**config.mk**
```make
export PLATFORM = sky130hd
export DESIGN_NAME = fifo_stream_reader
export DESIGN_NICKNAME = d
export VERILOG_FILES = /design/src/rtl/fifo_stream_reader.sv
export SDC_FILE = /design/constraint.sdc
export NUM_CORES = 1
export LEC_CHECK = 0
export BUFFER_PORTS_ARGS = -buffer_cell sky130_fd_sc_hd__buf_4
export CORE_MARGIN = 10
export CORE_UTILIZATION = 35
export DETAILED_ROUTE_END_ITERATION = 8
export GPL_TIMING_DRIVEN = 0
export PLACE_DENSITY = 0.61
export RECOVER_POWER = 50
export SLEW_MARGIN = 20
export SYNTH_ARGS = -nofsm -noshare
export SYNTH_HDL_FRONTEND = slang
export SYNTH_SLANG_ARGS = --single-unit
```
**constraint.sdc**
```tcl
create_clock -name clk -period 3.13 [get_ports clk]
set_input_delay 0.626 -clock clk [delete_from_list [all_inputs] [get_ports clk]]
set_output_delay 0.626 -clock clk [all_outputs]
set_load 0.02 [all_outputs]
```
**src/rtl/fifo_stream_reader.sv**
```systemverilog
// Read-side drain for the synchronous FIFO: turns rd_en/dout/empty into a
// valid/ready stream, hiding the one-cycle read latency with a 2-entry buffer.
`timescale 1ns/1ps

module fifo_stream_reader #(
  parameter int WIDTH     = 8,
  parameter int CNT_WIDTH = 16
) (
  input  logic                 clk,
  input  logic                 rst,
  input  logic                 enable,
  input  logic                 fifo_empty,
  input  logic [WIDTH-1:0]     fifo_dout,
  output logic                 fifo_rd_en,
  output logic                 m_valid,
  input  logic                 m_ready,
  output logic [WIDTH-1:0]     m_data,
  output logic [CNT_WIDTH-1:0] xfer_count,
  output logic                 idle
);

  // Stream handshake: a word moves on every rising edge where m_valid and
  // m_ready are both high; m_valid never drops and m_data never changes
  // while the word is waiting on m_ready.

  logic [1:0]           r_occ;
  logic                 r_inflight;
  logic                 r_head;
  logic                 r_tail;
  logic [WIDTH-1:0]     r_buf [0:1];
  logic [CNT_WIDTH-1:0] r_xfer_count;

  logic                 w_pop;
  logic [2:0]           w_credit;

  assign m_valid = (r_occ != 2'd0);
  assign m_data  = r_buf[r_head];
  assign w_pop   = m_valid && m_ready;

  // Occupancy the buffer will hold next cycle, counting the word already in
  // flight; a new read is only allowed while this stays below two.
  assign w_credit   = {1'b0, r_occ} + {2'b00, r_inflight} - {2'b00, w_pop};
  assign fifo_rd_en = !rst && enable && !fifo_empty && (w_credit < 3'd2);

  assign xfer_count = r_xfer_count;
  assign idle       = (r_occ == 2'd0) && !r_inflight && fifo_empty;

  always_ff @(posedge clk) begin
    if (rst) begin
      r_occ        <= 2'd0;
      r_inflight   <= 1'b0;
      r_head       <= 1'b0;
      r_tail       <= 1'b0;
      r_xfer_count <= '0;
    end else begin
      r_occ      <= w_credit[1:0];
      r_inflight <= fifo_rd_en && !fifo_empty;
      if (r_inflight) begin
        r_tail <= ~r_tail;
      end
      if (w_pop) begin
        r_head       <= ~r_head;
        r_xfer_count <= r_xfer_count + 1'b1;
      end
    end
  end

  // Data storage carries no reset; contents are meaningless while occ is 0.
  always_ff @(posedge clk) begin
    if (r_inflight) begin
      r_buf[r_tail] <= fifo_dout;
    end
  end

endmodule

```
==> results.toml, run 1 <==
[critical_path]
critPathCapture = "fifo_rd_en"
timing.rr.start = "r_occ[0]$_SDFF_PP0_"
worstSetupStartpoint = "r_occ[0]$_SDFF_PP0_"
cpMaxStageDelayCell = "fa_1"
slowest_delay_ps = 500
rrSetupSlack_ps = 1060
critical_path_class = "flop to output pin"
path_depth = 9
r2r_end = "r_inflight$_SDFF_PP0_"
reg2regPathDepth = 8
critPathMostFrequentCell = "ha_4"
crit_chain = "or2_4 -> nand2_4 -> inv_4 -> ha_4 -> inv_2 -> ha_4 -> fa_1 -> nor4_2 -> buf_4"
cp-start-kind = "flop"
required_ps = 2500
crit_family = "adder cells"
cp_max_fo = 4
cp_num_buf_inv = 3
cp.arrival_ps = 2420
end_kind = "output pin"

[logic_synthesis]
synth_fp_nets = 151
synth_top_area_share = 0.305
yosys-top-cells-count = "dfxtp_1 (22), edfxtp_1 (16), nor2_1 (16)"
synth.most_common_cell = "dfxtp_1"
synth_area_leaders = "edfxtp_1 (31%), dfxtp_1 (28%), mux2_2 (5.7%), xor2_1 (4.4%), nor2_1 (3.8%)"
syn_area_per_cell_um2 = 11.8
ys_seq_elements = 38
ys_warn_count = 0
yosysUniqueCellTypes = 33
yosysSeqAreaShare = 0.585
synth_cells = 134
syn_area_um2 = 1580
synthArstFlopShare = 0
ys.flop_type = "dfxtp_1"
synth_edf_count = 16
synth_top_area_cell = "edfxtp_1"

[outcome]
status = "complete, no violations"

[die]
rows = 24
pin_count = 40
dieHeight_um = 87.1
dieArea_um2 = 7580
coreArea_um2 = 4350
start_util = 0.362
fp.dieW_um = 87.1

[route]
final_antenna_net_count = 0
met2_wirelength_mm = 1.81
first_iter_violations = 38
routed.top_layer = "met4"
wl_per_cell_um = 15.2
dr.pass1.iters = 4
drcViolationCount = 0
viasPerCell = 5.08
vias = 1219
wl_mm = 3.64
m1WireLength_mm = 1.43
dr_wl_met3_um = 307

[layout]
fin_nets = 204
finalInstanceArea_um2 = 2150
drive_gt1_frac = 0.378
synthToLayoutAreaGrowth_pct = 36.8
fin_util = 0.495
antennaDiodeCount = 0
instances_no_fill = 240

[clock_tree]
cts_root_buffer = "clkbuf_8"
clkTransAtPathRegs_ps = 70
cts_inserted_buffers = 5
cts_tree = "done"
clkLatencyLatePin_ps = 290
htreeDepth = 2
clock_path_buffers = 2
cts_sinks = 38

[timing]
rsz0062_at_grt = "true"
worstMarginPinSlew_ps = 702
finalCritPeriodShare = 0.973
tns_ps = 0
final_hold_viol_count = 0
slew_viol_final = 0
final.setup.worst_slack_ps = 84.4
timing.final.crit_period_ps = 3050
fmax_mhz = 328
hold_ws_ps = 516
maxSlewHeadroom = 0.530
finalSetupViolCount = 0
skew_ps = 3.66

[global_routing]
antenna_found_initial = 0
grt.overflow.total = 0
grt_util_all_layers = 0.0991
grt_pass1_wl_mm = 5.97
grt_max_degree = 13
first_global_vias = 1235

[place]
post_dp_cell_area_um2 = 1940
dp_slack_ps = 112
dp_hpwl_mm = 2.69
io_buffer_count = 39
dp_cells = 225
gp_congestion = 0.790

[hold_path]
holdCritPathClass = "flop to flop"
min_from = "r_head$_SDFFE_PP0P_"

[job]
maxCapViolations = 0

[pwr]
p_leak_nw = 0.838
internal-power_mw = 1.12
ir_drop_mv = 0.263
p_sw_uw = 424
p_per_area_nw_per_um2 = 715
seqPwrFrac = 0.388
p_comb_frac = 0.300
swShare = 0.275
power_mw = 1.54
p_clk_frac = 0.312
-- area by class of cell --
| class | count | area, um2 |
|---|---|---|
| repair buffers | 46 | 330 |
| clock buffers | 5 | 68.8 |
| multi-input cells | 87 | 662 |
| clock inverters | 3 | 63.8 |
| fillers | 411 | 2200 |
| inverters | 6 | 25.0 |
| flip-flops and latches | 38 | 928 |
| plain buffers | 3 | 11.3 |
| well taps | 52 | 65.1 |
-- worst min path at each step --
stage | slack, ps | depth (start not counted) | end
after floorplan | 470 | 2 | flop
after global routing | 530 | 2 | r_inflight$_SDFF_PP0_
final | 520 | 2 | r_head$_SDFFE_PP0P_
after detailed placement | 500 | 2 | r_head$_SDFFE_PP0P_
after global placement | 480 | 2 | xfer_count[15]$_SDFFE_PP0P_
after CTS | 500 | 2 | r_occ[1]$_SDFF_PP0_
-- power groups by stage --
stage          Sequential, mW  Clock, mW  Combinational, mW
2_1_floorplan           0.604          0              0.238
3_3_place_gp            0.602          0              0.361
4_1_cts                 0.597      0.497              0.386
3_5_place_dp            0.605          0              0.370
5_1_grt                 0.603      0.521              0.505
6_report                0.597      0.480              0.463
-- flip-flops by register name (all words and copies together) (netlist names), named ones only --
name and count:
r_buf 16, xfer_count 16, r_occ 2, r_head 1, r_inflight 1, r_tail 1
-- worst reg2reg max path, stage by stage (launching register included) --
cell,delay (ps)
dfxtp_4,350
or2_4,260
nand2_4,90
inv_4,40
ha_4,250
inv_2,30
ha_4,140
fa_1,510
nor4_1,300
-- per-layer routing --
layer	up-vias	global-route usage
li1	584	-
met1	586	0.102
met2	40	0.165
met3	9	0.0449
met4	0	0.0501
met5	-	0
-- kinds of logic (layout without fill, tap and decap cells) --
| family | after synthesis | count (layout) | synth area share |
|---|---|---|---|
| adder cells (fa/ha/maj) | 4 | 4 | 0.0365 |
| flip-flops | 38 | 38 | 0.585 |
| buffers and inverters | 9 | 63 | 0.0214 |
| XOR/XNOR | 14 | 14 | 0.0778 |
| AND/OR/NAND/NOR | 50 | 50 | 0.172 |
| multiplexers | 9 | 9 | 0.0635 |
| AO/OA/AOI/OAI | 10 | 10 | 0.0437 |
-- placed cells by master (no fill, tap or decap), drive strengths merged, types with 2 or more instances in the layout --
master / instances
a21oi: 4
and4: 2
buf: 37
bufinv: 2
clkbuf: 17
dfxtp: 22
edfxtp: 16
ha: 3
inv: 6
mux2: 8
nand2: 6
nand3: 2
nand4: 6
nor2: 16
nor2b: 2
nor3: 3
nor4: 4
o21ai: 3
or3: 3
xnor2: 6
xor2: 8
-- repair_timing --
item	CTS	global route
setup endpoints to repair	1	1
pin swaps	0	5
hold buffers	0	0
buffers inserted	0	7
resized for setup	4	9
(Power assumes the default switching activity.)
==> inputs of run 2 (changes only) <==
==> constraint.sdc (replaced) <==
create_clock -name clk -period 3.5 [get_ports clk]
set_input_delay 0.7 -clock clk [delete_from_list [all_inputs] [get_ports clk]]
set_output_delay 0.7 -clock clk [all_outputs]
set_load 0.02 [all_outputs]
==> run 2 against run 1 <==
Compared with the run above:
- global-route usage is 0.15 points lower
- core utilization is 2.6 points lower
- routed wire length is 3.9% lower
- flip-flop and latch count stayed put
- combinational power is 32% lower
- first-iteration DRC count is 53% higher
- die area stayed put
- setup slack better by 120 ps
- critical endpoint unchanged
- clock skew hardly changed
==> results.toml, run 2 (synthesis gave the netlist of run 1 again) <==
[pwr]
power_mw = 1.27
p_sw_uw = 343
swShare = 0.269
ir_drop_mv = 0.298
p_clk_frac = 0.335
p_leak_nw = 0.799
p_per_area_nw_per_um2 = 623
p_comb_frac = 0.249
seqPwrFrac = 0.417
internal-power_uw = 931

[clock_tree]
clock_path_buffers = 2
cts_tree = "done"
ctsHoldBuffers = 0
htreeDepth = 2
clkLatencyLatePin_ps = 280
clkTransAtPathRegs_ps = 70
cts_setup_buffers = 0
cts_inserted_buffers = 5
cts_root_buffer = "clkbuf_8"
cts_resized = 0
cts_sinks = 38

[route]
wl_per_cell_um = 15.0
final_antenna_net_count = 0
drcViolationCount = 0
wl_mm = 3.50
vias = 1147
dr.pass1.iters = 4
first_iter_violations = 58
viasPerCell = 4.92

[layout]
fillers = 429
final_common_cell = "buf_4"
fin_nets = 197
final_cell_mix = "buf_4 (29), dfxtp_1 (22), nor2_1 (16), edfxtp_1 (16)"
multiInputGateArea_um2 = 617
fin_util = 0.469
seqCellArea_um2 = 921
antennaDiodeCount = 0
synthToLayoutAreaGrowth_pct = 29.7
drive_gt1_frac = 0.298

[global_routing]
grtUsageMet3 = 0.0506
first_global_vias = 1234
grt_pass1_wl_mm = 5.94
grt_util_all_layers = 0.0976
antenna_found_initial = 0
grt.overflow.total = 0
grt_busiest_layer = "met2"
use_met2 = 0.167
use_met1 = 0.100
grt_max_degree = 13

[timing]
tns_ps = 0
finalCritPeriodShare = 0.942
maxSlewHeadroom = 0.518
fmax_mhz = 303
timing.final.crit_period_ps = 3300
finalSetupViolCount = 0
worstMarginPinSlew_ps = 720
rsz0062_at_grt = "false"
final_hold_viol_count = 0
slew_viol_final = 0
skew_ps = 3.54

[die]
rows = 24
coreArea_um2 = 4350
start_util = 0.362
pin_count = 40
dieHeight_um = 87.1
fp.dieW_um = 87.1
dieArea_um2 = 7580

[critical_path]
end_kind = "output pin"
critical_path_class = "flop to output pin"
cp-start-kind = "flop"
slowest_delay_ps = 470
cp_max_fo = 5
required_ps = 2800
cpMaxStageDelayCell = "fa_1"
cp.arrival_ps = 2600
crit_chain = "or2_2 -> nand2_2 -> inv_1 -> ha_1 -> inv_1 -> ha_1 -> fa_1 -> nor4_1 -> buf_4"

[hold_path]
holdCritPathClass = "flop to flop"

[place]
dp_hpwl_mm = 2.71
gp_congestion = 0.760
io_buffer_count = 39

[outcome]
status = "complete, no violations"

[job]
maxCapViolations = 0
==> run 2: changes by cell type in the layout (fill, tap and decap cells not counted), moves of 2 or more <==
cell,before,now
dfxtp_4,2,0
inv_1,4,6
ha_1,1,3
ha_4,2,0
dfxtp_1,20,22
buf_4,37,29
==> run 2: path summary, 6_finish.rpt <==
check	slack (ps)	start	depth (start not counted)	endpoint
worst max register to register	1310	r_occ[1]$_SDFF_PP0_	8	r_inflight$_SDFF_PP0_
worst max-delay path	200	r_occ[1]$_SDFF_PP0_	9	fifo_rd_en
worst min-delay path	490	xfer_count[15]$_SDFFE_PP0P_	2	xfer_count[15]$_SDFFE_PP0P_
worst min register to register	490	xfer_count[15]$_SDFFE_PP0P_	2	xfer_count[15]$_SDFFE_PP0P_
==> run 2: area by class of cell <==
type | count | share of cell area
repair buffers | 39 | 0.134
well taps | 52 | 0.0318
inverters | 6 | 0.0110
clock buffers | 5 | 0.0337
plain buffers | 3 | 0.00551
clock inverters | 3 | 0.0312
flip-flops and latches | 38 | 0.451
multi-input cells | 87 | 0.302
==> run 2: power groups by stage <==
stage	logic, mW	clock network (mW)	registers (mW)
after detailed placement	0.322	0	0.542
after global routing	0.348	0.466	0.537
final	0.317	0.426	0.531
after global placement	0.316	0	0.539
after floorplan	0.206	0	0.540
after CTS	0.325	0.439	0.532
==> run 2: metal layers <==
layer,share of wire,vias up
li1,-,567
met1,0.40,539
met2,0.49,34
met3,0.094,7
met4,0.017,0
met5,0,-
==> run 2: per-stage QoR <==
stage	cells	hold WS [ps]	worst slack [ps]	cell area [um2]
CTS	233	493	98.8	2070
global route	233	534	43.8	2040
finish	233	495	204	2040
global placement	225	478	343	1930
detailed placement	225	481	302	1930
floorplan	134	472	214	1580
==> run 2: worst max-delay path: cells and delay by family (launching register included) <==
| kind | cells | cell delay (ps) |
|---|---|---|
| flip-flops | 1 | 360 |
| adder cells (fa/ha/maj) | 3 | 910 |
| buffers and inverters | 3 | 290 |
| AND/OR/NAND/NOR | 3 | 760 |
